### config.mk
export PLATFORM = sky130hd
export DESIGN_NAME = usr_seq_ctrl
export DESIGN_NICKNAME = d
export VERILOG_FILES = /design/src/rtl/usr_seq_ctrl.sv
export SDC_FILE = /design/constraint.sdc
export NUM_CORES = 1
export LEC_CHECK = 0
export BUFFER_PORTS_ARGS = -buffer_cell sky130_fd_sc_hd__buf_2
export CAP_MARGIN = 20
export CORE_MARGIN = 4
export CORE_UTILIZATION = 52
export CTS_CLUSTER_DIAMETER = 200
export DETAILED_ROUTE_END_ITERATION = 7
export PLACE_DENSITY_LB_ADDON = 0.25
export SLEW_MARGIN = 25
export SYNTH_ARGS = -nofsm -noshare
export SYNTH_HDL_FRONTEND = slang
export SYNTH_SLANG_ARGS = --single-unit
### constraint.sdc
create_clock -name clk -period 4.4 [get_ports clk]
set_clock_uncertainty 0.15 [all_clocks]
set_input_delay 0.66 -clock clk [delete_from_list [all_inputs] [get_ports clk]]
set_output_delay 0.66 -clock clk [all_outputs]
set_load 0.01 [all_outputs]
### src/rtl/usr_seq_ctrl.sv
`default_nettype none
// ============================================================================
// Module      : usr_seq_ctrl
// Description : Command sequencer for the 4-bit universal shift register.
//               Drives load/shift steps and captures shifted-out bits.
// Revision    : 1.0 - initial release
// ============================================================================
module usr_seq_ctrl #(
    parameter int WIDTH = 4,
    parameter int CNT_W = 3
) (
    input  logic             clk,
    input  logic             reset,
    input  logic             cmd_valid,
    output logic             cmd_ready,
    input  logic [1:0]       cmd_op,
    input  logic [WIDTH-1:0] cmd_data,
    input  logic [CNT_W-1:0] cmd_count,
    input  logic             ser_in,
    input  logic             ser_valid,
    output logic             ser_ready,
    output logic [1:0]       usr_sel,
    output logic [WIDTH-1:0] usr_data_in,
    output logic             usr_shift_left_data,
    output logic             usr_shift_right_data,
    input  logic             usr_shift_left_out,
    input  logic             usr_shift_right_out,
    output logic             busy,
    output logic             done,
    output logic [WIDTH-1:0] cap_data
);

    typedef enum logic [1:0] {
        S_IDLE  = 2'd0,
        S_LOAD  = 2'd1,
        S_SHIFT = 2'd2,
        S_DONE  = 2'd3
    } state_t;

    localparam logic [1:0]       C_OP_SHR  = 2'b01;
    localparam logic [1:0]       C_OP_SHL  = 2'b10;
    localparam logic [1:0]       C_OP_LOAD = 2'b11;
    localparam logic [CNT_W-1:0] C_CNT_ONE = {{(CNT_W-1){1'b0}}, 1'b1};

    state_t           state_q, state_d;
    logic [1:0]       op_q, op_d;
    logic [WIDTH-1:0] data_q, data_d;
    logic [WIDTH-1:0] cap_q, cap_d;
    logic [CNT_W-1:0] cnt_q, cnt_d;
    logic             armed_q;

    // armed_q keeps cmd_ready low until the first edge after reset release
    always_ff @(posedge clk or posedge reset) begin
        if (reset) begin
            state_q <= S_IDLE;
            op_q    <= 2'b00;
            data_q  <= '0;
            cap_q   <= '0;
            cnt_q   <= '0;
            armed_q <= 1'b0;
        end else begin
            state_q <= state_d;
            op_q    <= op_d;
            data_q  <= data_d;
            cap_q   <= cap_d;
            cnt_q   <= cnt_d;
            armed_q <= 1'b1;
        end
    end

    always_comb begin
        state_d              = state_q;
        op_d                 = op_q;
        data_d               = data_q;
        cap_d                = cap_q;
        cnt_d                = cnt_q;
        cmd_ready            = 1'b0;
        ser_ready            = 1'b0;
        usr_sel              = 2'b00;
        usr_data_in          = '0;
        usr_shift_left_data  = 1'b0;
        usr_shift_right_data = 1'b0;
        done                 = 1'b0;

        case (state_q)
            S_IDLE: begin
                cmd_ready = armed_q;
                if (armed_q && cmd_valid) begin
                    op_d   = cmd_op;
                    data_d = cmd_data;
                    cnt_d  = cmd_count;
                    cap_d  = '0;
                    if (cmd_op == C_OP_LOAD)
                        state_d = S_LOAD;
                    else if ((cmd_op == C_OP_SHR || cmd_op == C_OP_SHL) && cmd_count != '0)
                        state_d = S_SHIFT;
                    else
                        state_d = S_DONE;
                end
            end
            S_LOAD: begin
                usr_sel     = 2'b11;
                usr_data_in = data_q;
                state_d     = S_DONE;
            end
            S_SHIFT: begin
                if (ser_valid) begin
                    usr_sel   = op_q;
                    ser_ready = 1'b1;
                    // captured bit is the register's edge-side bit before it moves
                    if (op_q == C_OP_SHR) begin
                        usr_shift_right_data = ser_in;
                        cap_d = {usr_shift_right_out, cap_q[WIDTH-1:1]};
                    end else begin
                        usr_shift_left_data = ser_in;
                        cap_d = {cap_q[WIDTH-2:0], usr_shift_left_out};
                    end
                    cnt_d = cnt_q - C_CNT_ONE;
                    if (cnt_q == C_CNT_ONE)
                        state_d = S_DONE;
                end
            end
            S_DONE: begin
                done    = 1'b1;
                state_d = S_IDLE;
            end
            default: state_d = S_IDLE;
        endcase
    end

    assign busy     = (state_q != S_IDLE);
    assign cap_data = cap_q;

endmodule
`default_nettype wire

==> run metrics, run 1 <==
core area=1750 sq um; Slew @ Worst Pin=0.593 ns; vias in the first global route=735; Netlist cell types=28; Yosys warnings=0; Syn Nets=112; # hold bufs at CTS=0; DP Cell Count=141; WP buf/inv=2; clk_lat worst skew=0.28 ns; largest family of logic cells by synthesized area=multiplexers; cell count of the worst reg-to-reg path=5; share of cells above drive strength 1=0.358; largest net degree at the start of global routing=17; final hold vios=0; CTS root buffer=clkbuf_4; post-synthesis mux area share=0.164; Wirelength per Cell=13.6 um; CTS sink count=16; xor and xnor area share after synthesis=0; die area=2600 sq um; Critical Path Sink Type=primary output; Max-Cap Viols=0; final core utilization=0.664; Slew HR=0.604; ANT nets after route=0; CP cell instances=inv_1 -> ha_1 -> nand3_1 -> nor3b_1 -> buf_2; port bufs=31; delay-heaviest family, CP=flip-flops; Achievable Freq=0.426 GHz; worst min path class=primary input to async pin; area growth from synthesis to final layout=20.4%; Antenna diodes=0; height of the die=51.0 um; final setup fails=0; Tcrit/Tclk final=0.533; compound-cell area share of the yosys netlist=0.117; adder-cell share of the synthesized area=0.104; register area share after synthesis=0.416; Sequential Area=400 sq um; total power=0.781 mW; Initial Util=0.551; I/O Pins=32; Num CTS Buffers=3; status=finished clean; CTS tree=built; DR vias=742; overflow left after global routing=0; Critical Path AT=1.54 ns; r2r setup slk=2.42 ns; Peak VDD IR=0.406 mV; critical path's largest stage delay=0.41 ns; Starting DRT DRC Count=3; clock buffer depth=2; Critical Path Start Type=flip-flop; fin crit period=2.35 ns; slowest CP cell=dfrtp_1; Post-Route WL=1970 um; CP max FO=4; Synth Register Bits=16; Clock Pin Slew Worst Setup and Hold Paths=0.09 ns; Syn Inst Count=88; CP Data Required Time=3.59 ns; Hold WS=0.273 ns; final instance area=1160 sq um; total track usage=0.164; drc violations=0; setup ws final=2.05 ns; DP Area=1120 sq um; total setup buffers inserted after CTS=0; Mean Syn Cell Area=10.9 sq um; Power Dens Cells=674 nW/um^2; multi-input logic area=509 sq um; Die Width=51.0 um; row count=15; RR Endpoint=cnt_q[1]$_DFFE_PP0P_; Setup Total Neg Slack=0 ns; Routability Congestion=0.781; crit path kind=flip-flop to primary output; worst r2r src=state_q[0]$_DFFE_PP0P_; RSZ-0062 raised after global routing=false; CTS resizes=0; Vias/cell=5.12; leakage power=0.597 nW; post-DP HPWL=1600 um; Slew Limit Fails=0; synthesized area=962 sq um; DRT Pass-1 Iters=4; H-Tree Depth=1; Post-layout nets=145; simple-gate share of the synthesized area=0.140; fill cell count=153; pre-CTS setup slack=2.31 ns; initial antenna violation count=0; first-pass GRT wire length=3170 um; final std cells w/o fill=145
## routing by layer
metal | up-vias | wire (um) | global-route usage
met5 | - | 0 | 0
met1 | 352 | 834 | 0.196
met4 | 0 | 21 | 0.0538
met3 | 4 | 81 | 0.0262
li1 | 370 | - | -
met2 | 16 | 1040 | 0.294
## cell usage in the layout (no fill, tap or decap), types with 3 or more instances in the layout
cell / netlist / final
nor2_1: 3 / 3
buf_2: 0 / 31
mux2i_1: 9 / 9
and2_1: 6 / 6
clkbuf_4: 0 / 3
o2bb2ai_1: 4 / 4
nor2b_1: 4 / 4
ha_1: 8 / 8
nand2_1: 3 / 3
dfrtp_1: 16 / 16
mux2_2: 6 / 6
inv_1: 7 / 7
a31oi_1: 3 / 3
## where the power goes
part	switching [mW]	internal (mW)	leakage, nW
clock	0.0464	0.0504	0.0210
combinational	0.219	0.200	0.380
sequential	0.0503	0.215	0.196
## layout make-up
cell class / instances / share of cell area
inverter: 7 / 0.0227
multi-input combinational: 62 / 0.440
clock buffer: 4 / 0.0313
sequential: 16 / 0.346
tap: 25 / 0.0270
timing repair buffer: 31 / 0.134
## flip-flops by register name, summed over array words and instances (netlist names)
signal and count:
cnt_q 3, cap_data 4, state_q 2, armed_q 1, data_q 4, op_q 2
## worst max path at each step
| stage | from | end | cells past startpoint |
|---|---|---|---|
| global route | state_q[0]$_DFFE_PP0P_ | usr_shift_right_data | 5 |
| floorplan | state_q[0]$_DFFE_PP0P_ | usr_shift_right_data | 4 |
| CTS | state_q[0]$_DFFE_PP0P_ | usr_shift_right_data | 5 |
| global placement | ser_valid | usr_shift_right_data | 4 |
| detailed placement | ser_valid | usr_shift_right_data | 4 |
| finish | state_q[0]$_DFFE_PP0P_ | usr_shift_right_data | 5 |
## synthesized netlist by cell type
cell type | n | area (sq um)
mux2i_1 | 9 | 90.1
nor3_1 | 2 | 10.0
ha_1 | 8 | 100
and2b_1 | 1 | 7.51
buf_6 | 2 | 22.5
nor2b_1 | 4 | 25.0
nand3_1 | 1 | 5.00
a31oi_1 | 3 | 18.8
a21oi_1 | 1 | 5.00
o21ai_0 | 1 | 5.00
dfrtp_1 | 16 | 400
nor3b_1 | 1 | 7.51
o2bb2ai_1 | 4 | 35.0
or2_1 | 1 | 6.26
inv_1 | 7 | 26.3
o31ai_1 | 1 | 7.51
o31ai_2 | 1 | 12.5
o22a_1 | 1 | 8.76
nand2b_1 | 1 | 6.26
o32ai_1 | 1 | 8.76
mux2_2 | 6 | 67.6
clkbuf_1 | 1 | 3.75
and2_1 | 6 | 37.5
nand3b_1 | 1 | 7.51
nand2_1 | 3 | 11.3
nor2_1 | 3 | 11.3
conb_1 | 1 | 3.75
a21boi_2 | 1 | 11.3
## cells by family after synthesis
logic type,Yosys count
mux,15
simple gates,24
compound gates,14
fa+ha+maj,8
flops,16
other cells,1
buf+inv,10
No activity file was read; power rests on OpenSTA's default activity.
==> run 2: changes to the inputs <==
--- a/config.mk
+++ b/config.mk
@@ -5,10 +5,11 @@
 export SDC_FILE = /design/constraint.sdc
 export NUM_CORES = 1
 export LEC_CHECK = 0
+export ABC_AREA = 1
 export BUFFER_PORTS_ARGS = -buffer_cell sky130_fd_sc_hd__buf_2
 export CAP_MARGIN = 20
 export CORE_MARGIN = 4
-export CORE_UTILIZATION = 52
+export CORE_UTILIZATION = 49
 export CTS_CLUSTER_DIAMETER = 200
 export DETAILED_ROUTE_END_ITERATION = 7
 export PLACE_DENSITY_LB_ADDON = 0.25
==> constraint.sdc (replaced) <==
create_clock -name clk -period 2.24 [get_ports clk]
set_clock_uncertainty 0.15 [all_clocks]
set_input_delay 0.336 -clock clk [delete_from_list [all_inputs] [get_ports clk]]
set_output_delay 0.336 -clock clk [all_outputs]
set_load 0.01 [all_outputs]
==> run 2 against run 1 <==
Die area is 8.6% higher. Power is 99% higher. Non-clock buffer count is 1 higher. Final area is 6.6% higher. Combinational power is 100% higher. Register-to-register slack worse by 1.8 ns. Synthesized cell count is 59% higher. Sequential power is 91% higher. Sequential share of layout area is 2.1 points lower. Via count is 30% higher. Sequential cell count stayed put. Count of clock-buffer cells in the layout stayed put.
==> run metrics, run 2 <==
Max-Cap Viols=0; H-Tree Depth=1; DRT Pass-1 Iters=4; initial antenna violation count=0; share of cells above drive strength 1=0.278; Slew HR=0.591; # hold bufs at CTS=1; CTS sink count=16; Pint=0.822 mW; register area share after synthesis=0.401; CTS root buffer=clkbuf_4; height of the die=53.2 um; total track usage=0.178; CTS tree=built; crit path kind=flip-flop to primary output; Syn Inst Count=140; Wirelength per Cell=10.9 um; Post-Route WL=2210 um; Post-layout nets=201; Antenna diodes=0; cell depth of the worst setup path=5; Tcrit/Tclk final=0.885; combinational group share of total power=0.547; synthesized area=1000 sq um; post-synth top area cell=dfrtp_1; r2r setup slk=0.60 ns; final hold vios=0; I/O Pins=32; ANT nets after route=0; clk_lat worst skew=0.29 ns; status=finished clean; switching fraction of total power=0.470; die area=2830 sq um; total power=1.55 mW; Power Dens Cells=1260 nW/um^2; Routability Congestion=0.812; Async S/R FF share, synth=1.00; leakage power=0.770 nW; port bufs=31; CP Data Required Time=1.75 ns; Hold Crit Depth=3; CTS resizes=0; first-pass GRT wire length=3680 um; net switching power=0.730 mW; most common cell after layout, fill and taps aside=nand2_1; delay-heaviest family, CP=flip-flops; Slew @ Worst Pin=0.612 ns; DR vias=966; core area=1940 sq um; Num CTS Buffers=3; fin crit period=1.98 ns; Yosys warnings=0; leading post-synthesis cells by instance count=56 x nand2_1, 19 x inv_1, 16 x dfrtp_1, 9 x nand3_1, 8 x ha_1; Netlist cell types=17; Critical Path Start Type=flip-flop; area growth from synthesis to final layout=23.5%; row count=16; most frequent cell after synthesis=nand2_1; Clock Pin Slew Worst Setup and Hold Paths=0.10 ns; Starting DRT DRC Count=13; sequential power share=0.326; Slew Limit Fails=0; RR Endpoint=cap_data[2]$_DFFE_PP0P_; clock share of power=0.128; worst min path class=primary input to flip-flop; Die Width=53.2 um; slowest CP cell=dfrtp_1; vias in the first global route=880; critical path's largest stage delay=0.43 ns; clock buffer depth=2; overflow left after global routing=0; Yosys top cell area share=0.401; hold path startpoint=cmd_data[2]; final setup fails=0; Setup Total Neg Slack=0 ns; Critical Path Sink Type=primary output; largest net degree at the start of global routing=17; top post-synthesis cells by area=dfrtp_1 40%, nand2_1 21%, ha_1 10%; Peak VDD IR=0.904 mV; number of synthesized flops with an enable pin=0; Mean Syn Cell Area=7.14 sq um; worst r2r src=state_q[0]$_DFFE_PP0P_; CP cell instances=inv_1 -> ha_1 -> nand2_1 -> clkinv_2 -> buf_2; WP buf/inv=3; Achievable Freq=0.505 GHz; Top FF cell, synth=dfrtp_1; CP max FO=7; post-DP HPWL=1800 um; Initial Util=0.515; Critical Path AT=1.50 ns; drc violations=0; cell count of the worst reg-to-reg path=6; Syn Nets=164; total setup buffers inserted after CTS=0; most frequent cells in the layout=56 x nand2_1, 31 x buf_2, 19 x inv_1; RSZ-0062 raised after global routing=false; Synth Register Bits=16; Hold Path End=data_q[2]$_DFFE_PP0P_; Vias/cell=4.76
run 2: worst max-delay path by stage:
stage                            from                     end  slack (ns)
2_1_floorplan  state_q[0]$_DFFE_PP0P_  state_q[0]$_DFFE_PP0P_        0.78
3_3_place_gp   state_q[0]$_DFFE_PP0P_               cmd_ready        0.63
3_5_place_dp   state_q[0]$_DFFE_PP0P_               cmd_ready        0.59
4_1_cts        state_q[0]$_DFFE_PP0P_               cmd_ready        0.27
5_1_grt        state_q[0]$_DFFE_PP0P_               cmd_ready        0.13
6_report       state_q[0]$_DFFE_PP0P_               cmd_ready        0.26
run 2: area by class of cell:
type / instances / area [sq um]
well taps: 27 / 33.8
multi-input cells: 99 / 504
inverters: 25 / 95.1
fillers: 188 / 707
flip-flops and latches: 16 / 400
clock buffers: 4 / 36.3
repair buffers: 32 / 165
run 2: stage by stage:
step | instance area, sq um | setup slack, ns | util | cells | hold WS [ns]
finish | 1230 | 0.259 | 0.636 | 203 | 0.117
global route | 1230 | 0.130 | 0.636 | 203 | 0.139
CTS | 1230 | 0.267 | 0.636 | 203 | 0.122
detailed placement | 1190 | 0.594 | 0.612 | 198 | 0.291
global placement | 1190 | 0.628 | 0.612 | 198 | 0.278
floorplan | 1000 | 0.779 | - | 140 | 0.0997
run 2: routing by layer:
layer,GRT usage,share of wire,vias up
met5,0,0,-
met4,0.0809,0.014,0
met1,0.233,0.42,443
li1,-,-,495
met3,0.0254,0.056,5
met2,0.289,0.51,23
run 2: power by group through the flow:
stage / registers [mW] / logic, mW / clock network, mW
2_1_floorplan: 0.500 / 0.605 / 0
3_3_place_gp: 0.501 / 0.822 / 0
3_5_place_dp: 0.512 / 0.852 / 0
4_1_cts: 0.506 / 0.858 / 0.198
5_1_grt: 0.525 / 0.972 / 0.214
6_report: 0.505 / 0.848 / 0.198
run 2: cells by family (layout without fill, tap and decap cells):
kind of cell / Yosys count / in the layout / synth area share
AO/OA/AOI/OAI: 14 / 14 / 0.0889
buffers and inverters: 25 / 61 / 0.0951
flip-flops: 16 / 16 / 0.400
adder cells (fa/ha/maj): 8 / 8 / 0.100
other: 1 / 1 / 0.00375
AND/OR/NAND/NOR: 76 / 76 / 0.312
run 2: worst register-to-register path, delay by kind of cell (launching register included):
family          cells  cell delay (ns)
compound gates      2             0.36
fa+ha+maj           1             0.32
buf+inv             1             0.12
flops               1             0.43
simple gates        2             0.21
